==> config.mk <==
export PLATFORM = sky130hd
export DESIGN_NAME = u_exec_sequencer_flat
export DESIGN_NICKNAME = d
export VERILOG_FILES = /design/src/rtl/u_exec_sequencer_pkg.sv /design/src/rtl/u_exec_sequencer_if.sv /design/src/rtl/u_exec_sequencer.sv /design/src/flat_wrapper.sv
export SDC_FILE = /design/constraint.sdc
export NUM_CORES = 1
export LEC_CHECK = 0
export ABC_CLOCK_PERIOD_IN_PS = 1780
export CAP_MARGIN = 25
export CELL_PAD_IN_SITES_DETAIL_PLACEMENT = 1
export CELL_PAD_IN_SITES_GLOBAL_PLACEMENT = 2
export CORE_AREA = 5 5 169 171
export CTS_CLUSTER_SIZE = 20
export DETAILED_ROUTE_END_ITERATION = 12
export DIE_AREA = 0 0 174 176
export PLACE_DENSITY = 0.82
export SYNTH_ARGS = -nofsm -noshare
export SYNTH_HDL_FRONTEND = slang
export SYNTH_SLANG_ARGS = --single-unit
==> constraint.sdc <==
create_clock -name clk -period 1.78 [get_ports clk]
set_input_delay 0.356 -clock clk [delete_from_list [all_inputs] [get_ports clk]]
set_output_delay 0.356 -clock clk [all_outputs]
set_load 0.05 [all_outputs]
==> src/rtl/u_exec_sequencer_pkg.sv <==
// Shared constants and state encoding for the U-type execute sequencer.
package u_exec_sequencer_pkg;

  localparam logic [6:0] OP_LUI   = 7'b0110111;
  localparam logic [6:0] OP_AUIPC = 7'b0010111;

  localparam logic [1:0] PCOP_NEXT = 2'b00;
  localparam logic [1:0] PCOP_JUMP = 2'b01;
  localparam logic [1:0] PCOP_HOLD = 2'b10;
  localparam logic [1:0] PCOP_BAD  = 2'b11;

  typedef enum logic [2:0] {
    ST_IDLE,
    ST_FETCH,
    ST_DECODE,
    ST_EXEC,
    ST_WB,
    ST_HALT
  } state_e;

  function automatic logic is_supported(input logic [6:0] op);
    return (op == OP_LUI) || (op == OP_AUIPC);
  endfunction

endpackage

==> src/rtl/u_exec_sequencer_if.sv <==
// Instruction-memory, execute-unit and register-file signals of the sequencer.
interface u_exec_sequencer_if;
  logic        imem_req;
  logic [31:0] imem_addr;
  logic        imem_ack;
  logic [31:0] imem_rdata;
  logic [6:0]  ex_op;
  logic [19:0] ex_imm;
  logic [31:0] ex_pcvalue;
  logic [31:0] ex_out;
  logic [1:0]  ex_pcop;
  logic        rf_we;
  logic [4:0]  rf_waddr;
  logic [31:0] rf_wdata;

  modport master (
    output imem_req, imem_addr, ex_op, ex_imm, ex_pcvalue, rf_we, rf_waddr, rf_wdata,
    input  imem_ack, imem_rdata, ex_out, ex_pcop
  );

  modport slave (
    input  imem_req, imem_addr, ex_op, ex_imm, ex_pcvalue, rf_we, rf_waddr, rf_wdata,
    output imem_ack, imem_rdata, ex_out, ex_pcop
  );
endinterface

==> src/rtl/u_exec_sequencer.sv <==
// Multi-cycle FETCH/DECODE/EXEC/WB controller for the LUI/AUIPC execute unit.
module u_exec_sequencer
  import u_exec_sequencer_pkg::*;
#(
  parameter logic [31:0] RESET_PC = 32'h0000_0000,
  parameter int unsigned XLEN     = 32
) (
  input  logic                   clk,
  input  logic                   rst_n,
  input  logic                   run,
  u_exec_sequencer_if.master     bus,
  output logic [XLEN-1:0]        pc,
  output logic                   halted,
  output logic                   illegal
);

  state_e          state_q, state_d;
  logic [XLEN-1:0] pc_q, pc_d;
  logic [XLEN-1:0] instr_q;
  logic [XLEN-1:0] result_q;
  logic [XLEN-1:0] ex_pcvalue_q;
  logic [6:0]      ex_op_q;
  logic [19:0]     ex_imm_q;
  logic [1:0]      pcop_q;
  logic            illegal_q, illegal_d;

  always_comb begin
    state_d   = state_q;
    pc_d      = pc_q;
    illegal_d = illegal_q;
    unique case (state_q)
      ST_IDLE:   if (run) state_d = ST_FETCH;
      ST_FETCH:  if (bus.imem_ack) state_d = ST_DECODE;
      ST_DECODE: begin
        if (is_supported(instr_q[6:0])) begin
          state_d = ST_EXEC;
        end else begin
          illegal_d = 1'b1;
          state_d   = ST_HALT;
        end
      end
      ST_EXEC:   state_d = ST_WB;
      ST_WB: begin
        state_d = run ? ST_FETCH : ST_IDLE;
        unique case (pcop_q)
          PCOP_NEXT: pc_d = pc_q + XLEN'(4);
          PCOP_JUMP: pc_d = result_q & ~XLEN'(3);
          PCOP_HOLD: pc_d = pc_q;
          PCOP_BAD: begin
            illegal_d = 1'b1;
            state_d   = ST_HALT;
          end
          default:   pc_d = pc_q;
        endcase
      end
      ST_HALT:   state_d = ST_HALT;
      default:   state_d = ST_IDLE;
    endcase
  end

  always_ff @(posedge clk or negedge rst_n) begin
    if (!rst_n) begin
      state_q      <= ST_IDLE;
      pc_q         <= RESET_PC;
      instr_q      <= '0;
      result_q     <= '0;
      ex_pcvalue_q <= RESET_PC;
      ex_op_q      <= '0;
      ex_imm_q     <= '0;
      pcop_q       <= PCOP_NEXT;
      illegal_q    <= 1'b0;
    end else begin
      state_q   <= state_d;
      pc_q      <= pc_d;
      illegal_q <= illegal_d;
      if (state_q == ST_FETCH && bus.imem_ack) instr_q <= bus.imem_rdata;
      // Execute-unit operands stay frozen from DECODE until the next DECODE.
      if (state_q == ST_DECODE) begin
        ex_op_q      <= instr_q[6:0];
        ex_imm_q     <= instr_q[31:12];
        ex_pcvalue_q <= pc_q;
      end
      if (state_q == ST_EXEC) begin
        result_q <= bus.ex_out;
        pcop_q   <= bus.ex_pcop;
      end
    end
  end

  assign bus.imem_req   = (state_q == ST_FETCH);
  assign bus.imem_addr  = pc_q;
  assign bus.ex_op      = ex_op_q;
  assign bus.ex_imm     = ex_imm_q;
  assign bus.ex_pcvalue = ex_pcvalue_q;
  // x0 is hardwired to zero, so its write strobe is suppressed.
  assign bus.rf_we      = (state_q == ST_WB) && (instr_q[11:7] != 5'd0);
  assign bus.rf_waddr   = instr_q[11:7];
  assign bus.rf_wdata   = result_q;
  assign pc             = pc_q;
  assign halted         = (state_q == ST_HALT);
  assign illegal        = illegal_q;

endmodule

==> src/flat_wrapper.sv <==
// flat-port wrapper written by rule: the top's interface ports become plain ports
module u_exec_sequencer_flat import u_exec_sequencer_pkg::*;
#(
  parameter logic [31:0] RESET_PC = 32'h0000_0000,
  parameter int unsigned XLEN     = 32
)
  (clk, rst_n, run, pc, halted, illegal, bus_imem_req, bus_imem_addr, bus_ex_op, bus_ex_imm, bus_ex_pcvalue, bus_rf_we, bus_rf_waddr, bus_rf_wdata, bus_imem_ack, bus_imem_rdata, bus_ex_out, bus_ex_pcop);
  u_exec_sequencer_if bus_i ();
  input  logic clk;
  input  logic rst_n;
  input  logic run;
  output logic [XLEN-1:0] pc;
  output logic halted;
  output logic illegal;
  output wire logic [$bits(bus_i.imem_req)-1:0] bus_imem_req;
  output wire logic [$bits(bus_i.imem_addr)-1:0] bus_imem_addr;
  output wire logic [$bits(bus_i.ex_op)-1:0] bus_ex_op;
  output wire logic [$bits(bus_i.ex_imm)-1:0] bus_ex_imm;
  output wire logic [$bits(bus_i.ex_pcvalue)-1:0] bus_ex_pcvalue;
  output wire logic [$bits(bus_i.rf_we)-1:0] bus_rf_we;
  output wire logic [$bits(bus_i.rf_waddr)-1:0] bus_rf_waddr;
  output wire logic [$bits(bus_i.rf_wdata)-1:0] bus_rf_wdata;
  input wire logic [$bits(bus_i.imem_ack)-1:0] bus_imem_ack;
  input wire logic [$bits(bus_i.imem_rdata)-1:0] bus_imem_rdata;
  input wire logic [$bits(bus_i.ex_out)-1:0] bus_ex_out;
  input wire logic [$bits(bus_i.ex_pcop)-1:0] bus_ex_pcop;
  assign bus_imem_req = bus_i.imem_req;
  assign bus_imem_addr = bus_i.imem_addr;
  assign bus_ex_op = bus_i.ex_op;
  assign bus_ex_imm = bus_i.ex_imm;
  assign bus_ex_pcvalue = bus_i.ex_pcvalue;
  assign bus_rf_we = bus_i.rf_we;
  assign bus_rf_waddr = bus_i.rf_waddr;
  assign bus_rf_wdata = bus_i.rf_wdata;
  assign bus_i.imem_ack = bus_imem_ack;
  assign bus_i.imem_rdata = bus_imem_rdata;
  assign bus_i.ex_out = bus_ex_out;
  assign bus_i.ex_pcop = bus_ex_pcop;
  u_exec_sequencer #(.RESET_PC(RESET_PC), .XLEN(XLEN)) u_core (.clk(clk), .rst_n(rst_n), .run(run), .bus(bus_i), .pc(pc), .halted(halted), .illegal(illegal));
endmodule
# == Yosys cells after proc, flatten, opt, wreduce, memory -nomap -nowiden ==
# Index checks and enable logic that the tools add are counted.
# Widths: inputs -> output; s select.
# totals
inputBits,70
regBits,161
# op_classes
n_eq_ne,13
addsub,1
muxes,10
reduce_logical,11
# op_table
cell,count
$pmux 32 s2,1
$add 32x3->32 const B,1
$pmux 3 s6,1
$mux 3,4
$eq 7x5->1 const B,1
$eq 7x6->1 const B,1
$eq 3x2->1 const B,2
$eq 3x3->1 const B,2
$ne 2x2->1 const B,3
$reduce_bool 5->1,1
$reduce_and 2->1,2
$reduce_bool 2->1,2
$eq 3x1->1 const B,1
$logic_not 3->1,1
$mux 1,3
$reduce_and 3->1,1
$eq 2x1->1 const B,1
$eq 2x2->1 const B,1
$logic_and 1x1->1,2
$logic_not 2->1,1
$ne 2x1->1 const B,1
$pmux 1 s2,1
$logic_or 1x1->1,1

# == Longest topological paths before layout ==
# Gate-level depths: netlist (run 1).
# depth
ltp_word,4
depth_mapped,8
depth_no_buf,6

# == Least setup slack after synthesis (run 1) ==
# No wires, ideal clock.
# synth_path
path_type,reg2out
from,register u_core.state_q[0]
to,output bus_imem_req
setup_slack_ps,-413
path_stages_with_launch,3
required_ps,1424
path_buffers,1
arrival_time_ps,1837
cell_sequence,dfrtp_1 > clkbuf_1 > nor3b_1
# synth_via
elab_chain_cells,1
# synth_rtl
item,line,rtl
"start, declared",u_exec_sequencer.sv:17,"state_e state_q, state_d;"
"start signal, assigned",u_exec_sequencer.sv:73,state_q <= state_d;
$eq 3x1->1,u_exec_sequencer.sv:90,assign bus.imem_req = (state_q == ST_FETCH);
"end, declared",flat_wrapper.sv:15,output wire logic [$bits(bus_i.imem_req)-1:0] bus_imem_req;
# Every way passes these cells.

# == Worst setup path after layout (run 1) ==
# layout_path
from,register u_core.state_q[1]
to,output bus_rf_we
# layout_via
elab_chain_cells,2
# layout_rtl
item,line,rtl
$eq 3x3->1,u_exec_sequencer.sv:96,assign bus.rf_we = (state_q == ST_WB) && (instr_q[11:7] != 5'd0);
$logic_and 1x1->1,u_exec_sequencer.sv:96,
"end, declared",flat_wrapper.sv:20,output wire logic [$bits(bus_i.rf_we)-1:0] bus_rf_we;
# Every way passes these cells.

==> results of run 1 <==
-- through the flow --
| stage | hold WS, ns | cell area (sq um) |
|---|---|---|
| after floorplan | 0.0604 | 7190 |
| after global placement | 0.262 | 9860 |
| after detailed placement | 0.264 | 9860 |
| after CTS | 0.368 | 10500 |
| after global routing | 0.393 | 10800 |
| final | 0.366 | 10800 |
-- synth_stat cells (2+ instances only) --
cell | number | share of area
nor3_1 | 7 | 0.0049
nand3_1 | 18 | 0.013
a211oi_2 | 2 | 0.0035
a31oi_1 | 3 | 0.0026
a21oi_1 | 28 | 0.020
a2bb2oi_1 | 4 | 0.0049
and4_2 | 2 | 0.0028
buf_2 | 8 | 0.0056
o21ai_0 | 13 | 0.0092
and2_1 | 2 | 0.0018
nor2_1 | 23 | 0.012
a41o_1 | 3 | 0.0042
nand2b_1 | 3 | 0.0026
a22oi_1 | 4 | 0.0042
and4_1 | 2 | 0.0025
buf_1 | 2 | 0.0011
a211oi_1 | 4 | 0.0042
nand4_1 | 10 | 0.0088
nor4_4 | 3 | 0.0090
inv_1 | 7 | 0.0037
o21a_1 | 2 | 0.0021
mux2_2 | 123 | 0.20
mux2i_1 | 7 | 0.0099
or3_1 | 2 | 0.0018
o22ai_1 | 9 | 0.0079
nand2_1 | 15 | 0.0079
o22a_1 | 5 | 0.0062
dfrtp_1 | 157 | 0.55
clkbuf_1 | 15 | 0.0079
nor3b_1 | 2 | 0.0021
buf_4 | 42 | 0.044
and3_1 | 5 | 0.0044
a311oi_1 | 3 | 0.0037
-- worst max-delay path by stage --
stage	from	slack [ns]	to
after floorplan	u_core.bus.imem_addr[13]	-0.18	u_core.bus.imem_addr[27]
after global placement	bus_imem_ack	-0.14	u_core.instr_q[27]
after detailed placement	bus_imem_ack	-0.16	u_core.instr_q[24]
after CTS	u_core.state_q[1]	-0.07	bus_rf_we
after global routing	u_core.state_q[1]	-0.11	bus_rf_we
final	u_core.state_q[1]	-0.05	bus_rf_we
-- metal layers --
layer	routed length (um)	GRT usage	part of all wire	up-vias
met2	11800	0.256	0.51	152
met4	185	0.0337	0.0081	2
met3	1610	0.0525	0.070	16
met5	13	0	0.00057	-
li1	-	-	-	2521
met1	9330	0.175	0.41	2825
-- area by class of cell --
type,instances,area (sq um)
repair buffers,308,2920
fillers,2848,15900
well taps,341,427
clock buffers,18,429
clock inverters,14,183
multi-input cells,329,2850
inverters,7,26.3
flip-flops and latches,157,3960
-- cells by family (layout without fill, tap and decap cells) --
family	after synthesis	in the layout	share of synthesized area
fa+ha+maj	1	1	0.00176
compound gates	85	85	0.0790
other cells	1	6	0.000528
buf+inv	76	347	0.0663
flops	157	157	0.554
mux	130	130	0.205
simple gates	107	107	0.0938
-- timing repair --
action,4_1_cts,5_1_grt
gates resized for setup,10,15
buffers inserted,3,9
gates cloned,0,4
hold endpoints to repair,25,0
hold buffers,1,0
pin swaps,1,14
setup endpoints to repair,4,74
-- critical path, delay by kind of cell, from the launching register on --
family                 cells  cell delay [ns]
AO/OA/AOI/OAI              1             0.21
buffers and inverters      2             0.31
flip-flops                 1             0.38
AND/OR/NAND/NOR            1             0.15
-- registers in the layout (all words and copies together), names as in the netlist --
| signal | flops |
|---|---|
| u_core.bus.ex_imm | 20 |
| u_core.bus.ex_op | 7 |
| u_core.bus.ex_pcvalue | 30 |
| u_core.bus.imem_addr | 30 |
| u_core.bus.rf_wdata | 32 |
| u_core.illegal | 1 |
| u_core.instr_q | 32 |
| u_core.pcop_q | 2 |
| u_core.state_q | 3 |
-- cells in the final DEF, fill, tap and decap left out, drive strengths merged, types with 6 or more instances in the layout --
master         count
a21oi             28
nand2             15
inv               13
clkbuf            21
conb               6
nand3             20
clkdlybuf4s50     68
o21ai             13
buf              236
nor2              23
nand4             11
dfrtp            157
mux2             123
nor3               9
and3               6
mux2i              7
o22ai              9
a211oi             6
-- power by group --
group          switching (mW)  internal, mW
Combinational            8.59          5.04
Clock                    1.64          2.24
Sequential               1.27          5.26
==> flow_metrics.tcl, run 1 <==
set metrics [dict create \
    status "complete, but fails checks" \
    violations "negative setup slack" \
    reg2reg_to "u_core.bus.imem_addr[23]" \
    hold_violations 0 \
    slew_viol_final 0 \
    wire_per_inst_um 19.6 \
    fin_crit_sh 1.03 \
    synth_edf_count 0 \
    ys_async_sr_fraction 1.00 \
    yosysSeqAreaShare 0.554 \
    grt_pass1_vias 6150 \
    fin_nets 891 \
    first_iter_violations 214 \
    path_class "reg2out" \
    slowest_delay_ns 0.38 \
    synth-seq-cells 157 \
    setup_ws_ns -0.0518 \
    antenna-diode-count 0 \
    wl_um 23000 \
    clkSlewWorstSetupHoldPaths_ns 0.07 \
    pre_cts_ws_ns -0.160 \
    synth_flop_cell "dfrtp_1" \
    cts_root_buffer "clkbuf_16" \
    timing.fmax_ghz 0.546 \
    fp.dieH_um 176 \
    viasPerCell 4.70 \
    cts_tree "yes" \
    p_per_area_nw_per_um2 2230 \
    cts_sinks 157 \
    place_congestion 0.780 \
    clockBufferDepth 2 \
    ios 234 \
    drt_pass1_iterations 4 \
    ir_drop_mv 1.28 \
    dp_hpwl_um 16600 \
    crit_path_start_kind "flop" \
    drive_above_1_share 0.535 \
    grt.total_usage 0.147 \
    place_inst 1125 \
    start_util 0.266 \
    grt_overflow_total 0 \
    syn_inst 557 \
    cp_slowest_cell "dfrtp_1" \
    fin_util 0.404 \
    maxCapViolations 0 \
    vias 5516 \
    core.rowCount 60 \
    cp.required_ns 1.42 \
    die_width_um 174 \
    worst_ep_arrival_time_ns 1.48 \
    syn_area_per_cell_sq_um 12.7 \
    fin_setup_tns_ns -0.0518 \
    dieArea_sq_um 30600 \
    syn_area_sq_um 7100 \
    yosys_warnings 0 \
    total_power_mw 24.0 \
    critPathCaptureType "output pin" \
    h-tree-depth 4 \
    grt_max_degree 46 \
    drcViolationCount 0 \
    r2r-start "u_core.state_q[1]" \
    layoutNonFillerInstCount 1174 \
    antenna_found_initial 1 \
    setup_violations 1 \
    port_buffers 227 \
    rsz0062_at_grt "true" \
    cts-buffers-inserted 17 \
    clk_latency_ns 0.43 \
    clock_skew_ns 0.00842 \
    r2r_slack_ns 0.02 \
    detail-route-antenna-nets 0 \
    reg2regPathDepth 6 \
    core-area_sq_um 26700 \
    hold_class "in2async" \
    grt_pass1_wl_um 35500 \
    layout_min_cycle_time_ns 1.83 \
    cp_cell_sequence "nand2b_4 > buf_6 > a211oi_4 > buf_12" \
    leakagePower_nw 4.75 \
    cp_max_fo 3 \
    area_growth_pct 52.1 \
    ys_types 55 \
]
Power figures use the tool's default switching activity.
==> run 2: changes to the inputs <==
--- a/config.mk
+++ b/config.mk
@@ -9,10 +9,10 @@
 export CAP_MARGIN = 25
 export CELL_PAD_IN_SITES_DETAIL_PLACEMENT = 1
 export CELL_PAD_IN_SITES_GLOBAL_PLACEMENT = 2
-export CORE_AREA = 5 5 169 171
+export CORE_AREA = 5 5 121 238
 export CTS_CLUSTER_SIZE = 20
 export DETAILED_ROUTE_END_ITERATION = 12
-export DIE_AREA = 0 0 174 176
+export DIE_AREA = 0 0 126 243
 export PLACE_DENSITY = 0.82
 export SYNTH_ARGS = -nofsm -noshare
 export SYNTH_HDL_FRONTEND = slang
==> flow_metrics.tcl, run 2 (synthesis results as in run 1) <==
set metrics [dict create \
    cp_max_fo 3 \
    total_power_mw 24.3 \
    ir_drop_mv 1.03 \
    fin_util 0.408 \
    p_per_area_nw_per_um2 2230 \
    r2r_slack_ns -0.01 \
    setup_violations 4 \
    cts_tree "yes" \
    cts_root_buffer "clkbuf_16" \
    reg2regPathDepth 6 \
    area_growth_pct 53.9 \
    drcViolationCount 0 \
    hold_class "in2async" \
    rsz0062_at_grt "true" \
    clk_latency_ns 0.45 \
    core.rowCount 85 \
    antenna_found_initial 3 \
    setup_ws_ns -0.0477 \
    place_congestion 0.793 \
    status "complete, but fails checks" \
    first_iter_violations 138 \
    crit_path_start_kind "flop" \
    stdcell_area_sq_um 10900 \
    dr_wl_met2_um 14800 \
    core-area_sq_um 26800 \
    place_area_sq_um 10100 \
    wl_met1_um 7810 \
    dp_hpwl_um 18400 \
    die_width_um 126 \
    route.met3.wl_um 996 \
    violations "negative setup slack" \
    reg2reg_to "u_core.instr_q[28]" \
    wl_um 24400 \
    fin_nets 890 \
    critPathCaptureType "output pin" \
    dieArea_sq_um 30600 \
    pre_cts_ws_ns -0.178 \
    clockBufferDepth 2 \
    vias 5507 \
    routed.top_layer "met4" \
    slew_viol_final 0 \
    drive_above_1_share 0.532 \
    ios 234 \
    port_buffers 227 \
    clock_skew_ns 0.0123 \
    leakagePower_nw 4.80 \
    maxCapViolations 0 \
    final_cell_mix "buf_4, dfrtp_1, mux2_2" \
    h-tree-depth 4 \
    final_common_cell "buf_4" \
    hold_violations 0 \
    wire_per_inst_um 20.6 \
    start_util 0.265 \
    timing.fmax_ghz 0.547 \
    fp.dieH_um 243 \
    drt_pass1_iterations 4 \
    r2r-start "u_core.state_q[2]" \
    viasPerCell 4.66 \
    cts_sinks 157 \
    layout_min_cycle_time_ns 1.83 \
    grt_max_degree 45 \
    path_class "reg2out" \
    grt_overflow_total 0 \
    cp.required_ns 1.42 \
    grt.total_usage 0.157 \
    detail-route-antenna-nets 0 \
    clkSlewWorstSetupHoldPaths_ns 0.07 \
    grt_pass1_wl_um 36600 \
    hold_ws_ns 0.402 \
    worst_ep_arrival_time_ns 1.47 \
    cts-buffers-inserted 17 \
    fin_crit_sh 1.03 \
    grt_pass1_vias 6224 \
]
==> run 2: worst max path at each step <==
stage / start / to
finish: u_core.state_q[1] / bus_rf_we
global route: u_core.state_q[1] / bus_rf_we
CTS: u_core.state_q[1] / bus_rf_we
detailed placement: bus_imem_ack / u_core.instr_q[25]
global placement: bus_imem_ack / u_core.instr_q[29]
floorplan: u_core.bus.imem_addr[13] / u_core.bus.imem_addr[27]
==> run 2: worst max-delay path, stage by stage, from the launching register on <==
cell      delay [ns]
dfrtp_1         0.38
nand2b_4        0.14
buf_6           0.13
a211oi_4        0.21
buf_12          0.17
==> run 2: layout make-up <==
| cell class | count | area (sq um) |
|---|---|---|
| diodes | 3 | 7.51 |
| multi-input cells | 329 | 2850 |
| flip-flops and latches | 157 | 3950 |
| fillers | 2884 | 15900 |
| well taps | 348 | 435 |
| clock buffers | 19 | 453 |
| repair buffers | 307 | 3050 |
| inverters | 7 | 26.3 |
| clock inverters | 13 | 153 |
==> run 2: per-layer routing <==
layer,up-vias,GRT usage
met3,39,0.0343
met4,0,0.0793
met2,153,0.311
met5,-,0
li1,2514,-
met1,2801,0.146
==> run 2: per-stage QoR <==
stage	cells	TNS (ns)
finish	1183	-0.0589
global route	1183	-1.08
CTS	1169	-0.311
detailed placement	1135	-5.30
global placement	1135	-5.05
floorplan	562	-0.976
==> run 2: what timing repair did <==
item,4_1_cts,5_1_grt
setup endpoints to repair,6,44
hold buffers,1,0
buffers inserted,1,8
gates cloned,0,3
endpoints found under the hold margin,36,0
resized for setup,8,15
pin swaps,1,11
==> run 2: where the power goes <==
part | leakage (nW) | switching, mW | internal, mW | total [mW]
Combinational | 2.65 | 8.75 | 5.26 | 14.0
Clock | 0.293 | 1.60 | 2.17 | 3.77
Sequential | 1.86 | 1.28 | 5.26 | 6.54
Total | 4.80 | 11.6 | 12.7 | 24.3
==> run 3: changes to the inputs <==
--- a/config.mk
+++ b/config.mk
@@ -5,15 +5,15 @@
 export SDC_FILE = /design/constraint.sdc
 export NUM_CORES = 1
 export LEC_CHECK = 0
-export ABC_CLOCK_PERIOD_IN_PS = 1780
-export CAP_MARGIN = 25
+export ABC_CLOCK_PERIOD_IN_PS = 1790
+export CAP_MARGIN = 20
 export CELL_PAD_IN_SITES_DETAIL_PLACEMENT = 1
 export CELL_PAD_IN_SITES_GLOBAL_PLACEMENT = 2
-export CORE_AREA = 5 5 121 238
+export CORE_AREA = 5 5 115 226
 export CTS_CLUSTER_SIZE = 20
 export DETAILED_ROUTE_END_ITERATION = 12
-export DIE_AREA = 0 0 126 243
-export PLACE_DENSITY = 0.82
+export DIE_AREA = 0 0 120 231
+export PLACE_DENSITY = 0.86
 export SYNTH_ARGS = -nofsm -noshare
 export SYNTH_HDL_FRONTEND = slang
 export SYNTH_SLANG_ARGS = --single-unit
==> constraint.sdc (replaced) <==
create_clock -name clk -period 1.79 [get_ports clk]
set_input_delay 0.358 -clock clk [delete_from_list [all_inputs] [get_ports clk]]
set_output_delay 0.358 -clock clk [all_outputs]
set_load 0.05 [all_outputs]
==> flow_metrics.tcl, run 3 (synthesis results as in run 1) <==
set metrics [dict create \
    place_inst 1073 \
    detail-route-antenna-nets 0 \
    place_congestion 0.807 \
    setup_ws_ns -0.0461 \
    cp.required_ns 1.43 \
    cts_root_buffer "clkbuf_16" \
    clockBufferDepth 2 \
    antenna-diode-count 0 \
    fin_nets 886 \
    crit_buf_inv 2 \
    area_growth_pct 51.1 \
    p_per_area_nw_per_um2 2240 \
    hold_violations 0 \
    die_width_um 120 \
    core.rowCount 81 \
    violations "negative setup slack" \
    dp_hpwl_um 16600 \
    worst_slew_pin_slew_ns 0.575 \
    layout_min_cycle_time_ns 1.84 \
    first_iter_violations 194 \
    fillerInstances 2504 \
    hold_class "in2async" \
    cp_max_fo 3 \
    grt_pass1_wl_um 35500 \
    worst_ep_arrival_time_ns 1.48 \
    clkSlewWorstSetupHoldPaths_ns 0.06 \
    fp.dieH_um 231 \
    grt_pass1_vias 6278 \
    r2r_slack_ns -0.03 \
    crit_path_start_kind "flop" \
    setup_violations 3 \
    register_area_sq_um 3950 \
    port_buffers 227 \
    h-tree-depth 4 \
    slowest_delay_ns 0.39 \
    cts_tree "yes" \
    final_cell_mix "buf_4, dfrtp_1, mux2_2" \
    start_util 0.293 \
    wire_per_inst_um 20.9 \
    maxCapViolations 0 \
    fin_setup_tns_ns -0.0739 \
    drt_pass1_iterations 4 \
    cp_slowest_cell "dfrtp_1" \
    wl_um 23400 \
    timing.fmax_ghz 0.545 \
    critPathCaptureType "output pin" \
    rsz0062_at_grt "true" \
    leakagePower_nw 4.73 \
    drive_above_1_share 0.535 \
    multi_input_area_sq_um 2870 \
    final_common_cell "buf_4" \
    cts_sinks 157 \
    drcViolationCount 0 \
    vias 5599 \
    ir_drop_mv 1.42 \
    dieArea_sq_um 27700 \
    slew_viol_final 0 \
    hold_ws_ns 0.419 \
    grt_overflow_total 0 \
    total_power_mw 24.0 \
    clk_latency_ns 0.44 \
    path_class "reg2out" \
    core-area_sq_um 24200 \
    clock_skew_ns 0.0103 \
    grt.total_usage 0.165 \
    antenna_found_initial 0 \
    crit_family "flip-flops" \
    status "complete, but fails checks" \
    ios 234 \
    viasPerCell 5.02 \
    cp_cell_sequence "nand2b_4 > buf_6 > a211oi_4 > buf_12" \
    grt_max_degree 43 \
    cts-buffers-inserted 17 \
    fin_crit_sh 1.03 \
    fin_util 0.443 \
    layoutNonFillerInstCount 1116 \
    relSlewSlack 0.612 \
]
==> run 3: changes by cell type in the layout (fill, tap and decap cells not counted), moves of 2 or more <==
cell	previous run	this run
diode_2	3	0
a211oi_2	2	5
inv_6	4	2
buf_12	41	31
clkinv_4	3	1
clkbuf_1	0	2
a211oi_1	3	0
buf_4	188	194
==> run 3: path summary, 6_finish.rpt <==
kind / from / to / cells after the start
setup / recovery: u_core.state_q[1] / bus_rf_we / 4
hold / removal: rst_n / u_core.bus.imem_addr[15] / 2
setup reg to reg: u_core.state_q[1] / u_core.bus.imem_addr[23] / 6
hold reg to reg: u_core.instr_q[27] / u_core.instr_q[27] / 1
max in group asynchronous: rst_n / u_core.bus.ex_imm[10] / 3
min in group clk: u_core.instr_q[27] / u_core.instr_q[27] / 1
==> run 3: layout make-up <==
class,count,area share
sequential,157,0.369
timing repair buffer,303,0.271
multi-input combinational,329,0.268
clock buffer,21,0.0429
tap,290,0.0338
clock inverter,9,0.0127
inverter,7,0.00268
==> run 3: power by group <==
group	leakage (nW)	internal (mW)	switching [mW]
combinational	2.58	5.11	8.69
clock	0.286	2.26	1.49
sequential	1.86	5.23	1.27
total	4.73	12.6	11.4
==> run 3: layer usage <==
| layer | GRT usage | share of wire |
|---|---|---|
| met4 | 0.0570 | 0.026 |
| met2 | 0.274 | 0.51 |
| met3 | 0.0785 | 0.096 |
| met5 | 0 | 0 |
| met1 | 0.185 | 0.37 |
==> run 3: what timing repair did <==
item / CTS / global route
hold endpoints to repair: 36 / 0
endpoints found under the setup margin: 11 / 74
setup buffers: 0 / 8
hold buffers: 1 / 0
pin swaps: 1 / 7
gates resized for setup: 8 / 21
gates cloned: 0 / 4
==> run 3: through the flow <==
| stage | cell area, sq um | worst slack (ns) |
|---|---|---|
| global placement | 9850 | -0.114 |
| finish | 10700 | -0.0461 |
| detailed placement | 9850 | -0.161 |
| floorplan | 7190 | -0.172 |
| CTS | 10500 | -0.0730 |
| global route | 10700 | -0.0984 |
